File: config.mk
export PLATFORM = sky130hd
export DESIGN_NAME = bmc_flt_retry_ctrl
export DESIGN_NICKNAME = d
export VERILOG_FILES = /design/src/rtl/bmc_flt_pkg.sv /design/src/rtl/ms_down_timer.sv /design/src/rtl/bmc_flt_retry_ctrl.sv
export SDC_FILE = /design/constraint.sdc
export NUM_CORES = 1
export LEC_CHECK = 0
export CAP_MARGIN = 5
export CORE_UTILIZATION = 64
export CTS_CLUSTER_DIAMETER = 200
export DETAILED_ROUTE_END_ITERATION = 8
export HOLD_SLACK_MARGIN = 0.08
export PLACE_DENSITY = 0.86
export RECOVER_POWER = 50
export SLEW_MARGIN = 5
export SYNTH_ARGS = -nofsm -noshare
export SYNTH_HDL_FRONTEND = slang
export SYNTH_SLANG_ARGS = --single-unit
export TNS_END_PERCENT = 20
File: constraint.sdc
create_clock -name iClk -period 3.8 [get_ports iClk]
set_input_delay 0.57 -clock iClk [delete_from_list [all_inputs] [get_ports iClk]]
set_output_delay 0.57 -clock iClk [all_outputs]
set_load 0.1 [all_outputs]
File: src/rtl/bmc_flt_pkg.sv
// rtl/bmc_flt_pkg.sv - shared types and constants for the BMC fault-retry scheduler
package bmc_flt_pkg;

  // Scheduler states; the 3-bit encoding leaves three unused codes that recover to MONITOR.
  typedef enum logic [2:0] {
    ST_MONITOR      = 3'd0,
    ST_WAIT_BACKOFF = 3'd1,
    ST_PULSE        = 3'd2,
    ST_WAIT_CLR     = 3'd3,
    ST_LOCKOUT      = 3'd4
  } fltState_e;

  localparam int RETRY_CNT_W = 4;
  localparam int FLT_CNT_W   = 8;

  // Total-fault counter holds here instead of wrapping.
  localparam logic [FLT_CNT_W-1:0] FLT_CNT_SAT = 8'd255;

endpackage

File: src/rtl/ms_down_timer.sv
// rtl/ms_down_timer.sv - loadable millisecond down-counter with zero flag
module ms_down_timer #(
  parameter int TMR_BITS = 16
) (
  input  logic                iClk,
  input  logic                iRst_n,
  input  logic                iLoad,
  input  logic [TMR_BITS-1:0] iLoadVal,
  input  logic                iEn,
  output logic                oZero
);

  logic [TMR_BITS-1:0] countQ;

  // Load wins over a same-cycle tick, so the tick in the load cycle is never counted.
  always_ff @(posedge iClk or negedge iRst_n) begin
    if (!iRst_n) begin
      countQ <= '0;
    end else if (iLoad) begin
      countQ <= iLoadVal;
    end else if (iEn && (countQ != '0)) begin
      countQ <= countQ - TMR_BITS'(1);
    end
  end

  assign oZero = (countQ == '0);

endmodule

File: src/rtl/bmc_flt_retry_ctrl.sv
// rtl/bmc_flt_retry_ctrl.sv - fault-recovery scheduler with exponential back-off and lockout
import bmc_flt_pkg::*;

module bmc_flt_retry_ctrl #(
  parameter int MAX_RETRY  = 3,
  parameter int BACKOFF_MS = 100,
  parameter int STABLE_MS  = 1000,
  parameter int TMR_BITS   = 16
) (
  input  logic                   iClk,
  input  logic                   iRst_n,
  input  logic                   i1mSCE,
  input  logic                   iBmcPwrFlt,
  input  logic                   iBmcPwrgd,
  input  logic                   iClrLockout,
  output logic                   oGoOutFltSt,
  output logic                   oRetryActive,
  output logic                   oLockout,
  output logic [RETRY_CNT_W-1:0] oRetryCnt,
  output logic [FLT_CNT_W-1:0]   oFltCnt
);

  localparam logic [RETRY_CNT_W-1:0] MAX_RETRY_C = RETRY_CNT_W'(MAX_RETRY);
  localparam logic [TMR_BITS-1:0]    BACKOFF_C   = TMR_BITS'(BACKOFF_MS);
  localparam logic [TMR_BITS-1:0]    STABLE_C    = TMR_BITS'(STABLE_MS);

  fltState_e           stateQ;
  logic                faultExit;
  logic                backoffLoad;
  logic                backoffRun;
  logic                backoffZero;
  logic [TMR_BITS-1:0] backoffVal;
  logic                stableLoad;
  logic                stableRun;
  logic                stableZero;

  // A fault seen in MONITOR either starts a back-off or, with retries used up, locks out.
  assign faultExit   = (stateQ == ST_MONITOR) && iBmcPwrFlt;
  assign backoffLoad = faultExit && (oRetryCnt != MAX_RETRY_C);
  assign backoffVal  = BACKOFF_C << oRetryCnt;
  assign backoffRun  = i1mSCE && (stateQ == ST_WAIT_BACKOFF);

  // Stable window restarts on any power-good drop and on every return to MONITOR.
  assign stableLoad  = !iBmcPwrgd || ((stateQ == ST_WAIT_CLR) && !iBmcPwrFlt);
  assign stableRun   = i1mSCE && iBmcPwrgd && (stateQ == ST_MONITOR) && (oRetryCnt != '0);

  ms_down_timer #(.TMR_BITS(TMR_BITS)) uBackoffTmr (
    .iClk     (iClk),
    .iRst_n   (iRst_n),
    .iLoad    (backoffLoad),
    .iLoadVal (backoffVal),
    .iEn      (backoffRun),
    .oZero    (backoffZero)
  );

  ms_down_timer #(.TMR_BITS(TMR_BITS)) uStableTmr (
    .iClk     (iClk),
    .iRst_n   (iRst_n),
    .iLoad    (stableLoad),
    .iLoadVal (STABLE_C),
    .iEn      (stableRun),
    .oZero    (stableZero)
  );

  // Scheduler FSM; every output is registered and changes on the edge of the transition that causes it.
  always_ff @(posedge iClk or negedge iRst_n) begin
    if (!iRst_n) begin
      stateQ       <= ST_MONITOR;
      oGoOutFltSt  <= 1'b0;
      oRetryActive <= 1'b0;
      oLockout     <= 1'b0;
      oRetryCnt    <= '0;
      oFltCnt      <= '0;
    end else begin
      oGoOutFltSt <= 1'b0;
      case (stateQ)
        ST_MONITOR: begin
          if (iBmcPwrFlt) begin
            // Fault beats a same-cycle window expiry: the compare uses the uncleared count.
            if (oFltCnt != FLT_CNT_SAT) begin
              oFltCnt <= oFltCnt + FLT_CNT_W'(1);
            end
            if (oRetryCnt == MAX_RETRY_C) begin
              stateQ       <= ST_LOCKOUT;
              oLockout     <= 1'b1;
              oRetryActive <= 1'b0;
            end else begin
              stateQ       <= ST_WAIT_BACKOFF;
              oRetryActive <= 1'b1;
            end
          end else if (stableZero && (oRetryCnt != '0)) begin
            oRetryCnt <= '0;
          end
        end
        ST_WAIT_BACKOFF: begin
          // Fault dropping here does not abort; the release pulse is still issued.
          if (backoffZero) begin
            stateQ      <= ST_PULSE;
            oGoOutFltSt <= 1'b1;
          end
        end
        ST_PULSE: begin
          stateQ    <= ST_WAIT_CLR;
          oRetryCnt <= oRetryCnt + RETRY_CNT_W'(1);
        end
        ST_WAIT_CLR: begin
          if (!iBmcPwrFlt) begin
            stateQ       <= ST_MONITOR;
            oRetryActive <= 1'b0;
          end
        end
        ST_LOCKOUT: begin
          if (iClrLockout) begin
            stateQ    <= ST_MONITOR;
            oLockout  <= 1'b0;
            oRetryCnt <= '0;
          end
        end
        default: begin
          stateQ       <= ST_MONITOR;
          oRetryActive <= 1'b0;
          oLockout     <= 1'b0;
        end
      endcase
    end
  end

endmodule
==> flow_summary.toml <==
[status]
status = "finished, final reports clean"

[drt]
drt_iter0_drc = 323
routed_wl_um = 6470
dr.pass1.iters = 5
route.detailed.wl_per_inst_um = 16.5
drcViolationCount = 0
vias = 2542
postRouteAntennaNets = 0
vias_per_cell = 6.50

[cts]
cts_tree = "done"
cts_setup_buffers = 0
clkTransAtPathRegs_ps = 90
htree_levels = 2
cts_buffers = 5
hold_buffers = 0
cts_buffer_depth = 2
clk_latency_ps = 310
ctsResizeCount = 0
cts_root_buffer = "clkbuf_8"
cts_num_sinks = 50

[timing]
rsz0062_at_grt = "false"
finalMaxSlewViolations = 0
fin_tns_setup_ps = 0
post-route-period-util_pct = 71.2
setup_ws_ps = 1090
setup_viol_count_final = 0
fin_worst_skew_ps = 7.97
maxSlewHeadroom_pct = 33.3
worst_slew_pin_slew_ps = 997
final.min_clock_period_ps = 2710
hold_viol = 0
fmax_mhz = 370

[power]
switchingPower_mw = 1.13
combPwrFrac_pct = 46.6
seq_power_share_pct = 37.5
intPower_mw = 1.21
irDropWorstVdd_mv = 0.915
power_density_mw_per_mm2 = 686
p_leak_nw = 1.35
p_sw_share_pct = 48.3
clkPwrFrac_pct = 15.9

[worst_setup_path]
crit_path_max_incr_delay_ps = 1220
required_ps = 3230
cpMaxStageDelayCell = "clkdlybuf4s50_1"
arrival_ps = 2140
worstSetupPathType = "reg -> out"
cpLargestDelayFamily = "buffers and inverters"
timing.rr.start = "stateQ[0]"
path_depth = 1
r2r_cells = 5
cp_max_fo = 15
r2r-end = "uBackoffTmr.countQ[9]"
critPathLaunch = "oRetryCnt[2]"
reg2reg_slack_ps = 1250
endpoint = "oRetryCnt[2]"
cp-end-kind = "output port"
cp_cell_sequence = "clkdlybuf4s50_1"
cp.buffers_inverters = 1
cp-start-kind = "flop"

[floorplanning]
fp.dieH_um = 71.5
die_width_um = 71.5
initial_utilization_pct = 68.6
io_pins = 21
die_area_mm2 = 0.00511
core_area_mm2 = 0.00450
num_rows = 24

[yosys]
synth-seq-area-share_pct = 40.5
syn-num-nets = 334
synth.yosys.warnings = 0
ys_types = 67
syn_avg_cell_area_um2 = 9.65
synthMuxAreaShare_pct = 2.96
yosys.area_share.xor_xnor_pct = 5.39
synthAdderAreaFrac_pct = 3.24
synth_compound_area_share_pct = 17.5
syn_inst = 320
synth-edff-count = 0
synth_ff_type = "dfrtp_1"
async_reset_ff_share_pct = 100
synth-seq-cells = 50
synth-simple-area-share_pct = 27.1
synth_area_mm2 = 0.00309
synth_top_family_by_area = "simple AND/OR/NAND/NOR gates"

[finish]
final_util_pct = 75.5
diodes = 0
layout-drive-gt1-share_pct = 9.44
final_nets = 352
fillCellCount = 316
area_growth_pct = 10.1

[global_routing]
met3_usage_pct = 4.50
grt_pass1_wl_um = 11400
met1_usage_pct = 42.4
grt_pass1_vias = 2414
antenna_found_initial = 0
grt_util_met2_pct = 42.9
grt-busiest-layer = "met2"
gr-total-overflow = 0
gr-usage-all-layers_pct = 28.8
grt_max_degree = 51

[min_path]
hp-class = "in -> async"

[placement]
io_buffers = 20
pre_cts_ws_ps = 1290
hpwlAfterDp_um = 4590
place.gp.congestion = 0.870

[flow_run]
maxCapViolations = 0
-- stage by stage --
stage | total power [mW] | std cells | hold WS, ps | area (um2)
3_5_place_dp | 1.96 | 383 | 487 | 3300
2_1_floorplan | 1.69 | 320 | 274 | 3090
4_1_cts | 2.34 | 391 | 380 | 3410
3_3_place_gp | 1.94 | 383 | 467 | 3300
5_1_grt | 2.46 | 391 | 425 | 3400
6_report | 2.33 | 391 | 352 | 3400
-- placed cells by master (no fill, tap or decap), drive strengths merged, types with 4 or more instances in the layout --
cell	n
xor2	7
dfrtp	50
nand2	27
ha	8
clkbuf	5
nor3	13
o21ai	18
nand4	5
nand3	18
a21oi	22
xnor2	12
mux2i	8
nand3b	4
nor2	31
or4	4
clkdlybuf4s50	19
nor4	7
a211oi	5
inv	13
-- cells in the mapped netlist, types with 3 or more instances --
library cell   n  area (um2)
nand4b_1       3        26.3
clkbuf_1       3        11.3
dfrtp_1       50        1250
inv_1         13        48.8
nand4_1        4        25.0
nand2_1       27         101
o21ai_0       14        70.1
nor2b_1        3        18.8
and4_1         3        26.3
nand3b_1       4        30.0
o21ai_1        4        20.0
o22a_1         3        26.3
xnor2_1       12         105
a211oi_1       3        22.5
nor2_1        31         116
nor3_4         3        48.8
or4_1          3        22.5
nor4_2         4        50.1
nand3_1       18        90.1
buf_2          3        15.0
nor3_1        10        50.1
ha_1           8         100
mux2i_1        8        80.1
xor2_1         7        61.3
a21oi_1       20         100
a22o_1         3        26.3
and3_1         3        18.8
and2_1         3        18.8
nand2b_1       3        18.8
-- routing by layer --
layer / part of all wire, % / routed length [um]
met5: 0 / 0
met2: 45 / 2880
met3: 5.6 / 360
met1: 47 / 3030
met4: 2.9 / 189
-- power by group through the flow --
stage | combinational, mW | sequential [mW] | clock, mW
after CTS | 1.09 | 0.872 | 0.382
after global routing | 1.17 | 0.900 | 0.394
after global placement | 1.06 | 0.880 | 0
final | 1.09 | 0.875 | 0.371
after detailed placement | 1.08 | 0.882 | 0
after floorplan | 0.531 | 1.16 | 0
-- layout make-up --
| class | instances | area [um2] | share of cell area, % |
|---|---|---|---|
| Timing Repair Buffer | 21 | 203 | 5.96 |
| Multi-Input combinational cell | 247 | 1720 | 50.7 |
| Tap cell | 52 | 65.1 | 1.91 |
| Clock buffer | 5 | 68.8 | 2.02 |
| Inverter | 13 | 48.8 | 1.43 |
| Sequential cell | 50 | 1250 | 36.8 |
| Clock inverter | 3 | 40.0 | 1.18 |
-- flip-flops by register name (all words and copies together), names as in the netlist --
signal	count
uBackoffTmr.countQ	16
uStableTmr.countQ	16
stateQ	3
oFltCnt	8
oGoOutFltSt	1
oRetryActive	1
oLockout	1
oRetryCnt	4
-- how the worst min path moves through the flow --
stage | end | slack [ps] | depth (start not counted)
global placement | uStableTmr.countQ[10] | 470 | 1
detailed placement | oFltCnt[5] | 490 | 1
CTS | uBackoffTmr.countQ[14] | 380 | 2
global route | oFltCnt[1] | 420 | 2
floorplan | oFltCnt[0] | 270 | 0
finish | uBackoffTmr.countQ[13] | 350 | 2
-- worst reg2reg max path: cells and delay by family (launching register included) --
family / cells / cell delay [ps]
AO/OA/AOI/OAI: 3 / 970
flip-flops: 1 / 570
AND/OR/NAND/NOR: 2 / 890
-- logic make-up after synthesis --
kind of cell    Yosys count
compound gates           74
xor+xnor                 19
fa+ha+maj                 8
buf+inv                  23
flops                    50
mux                       9
simple gates            137
Power figures use the tool's default switching activity.
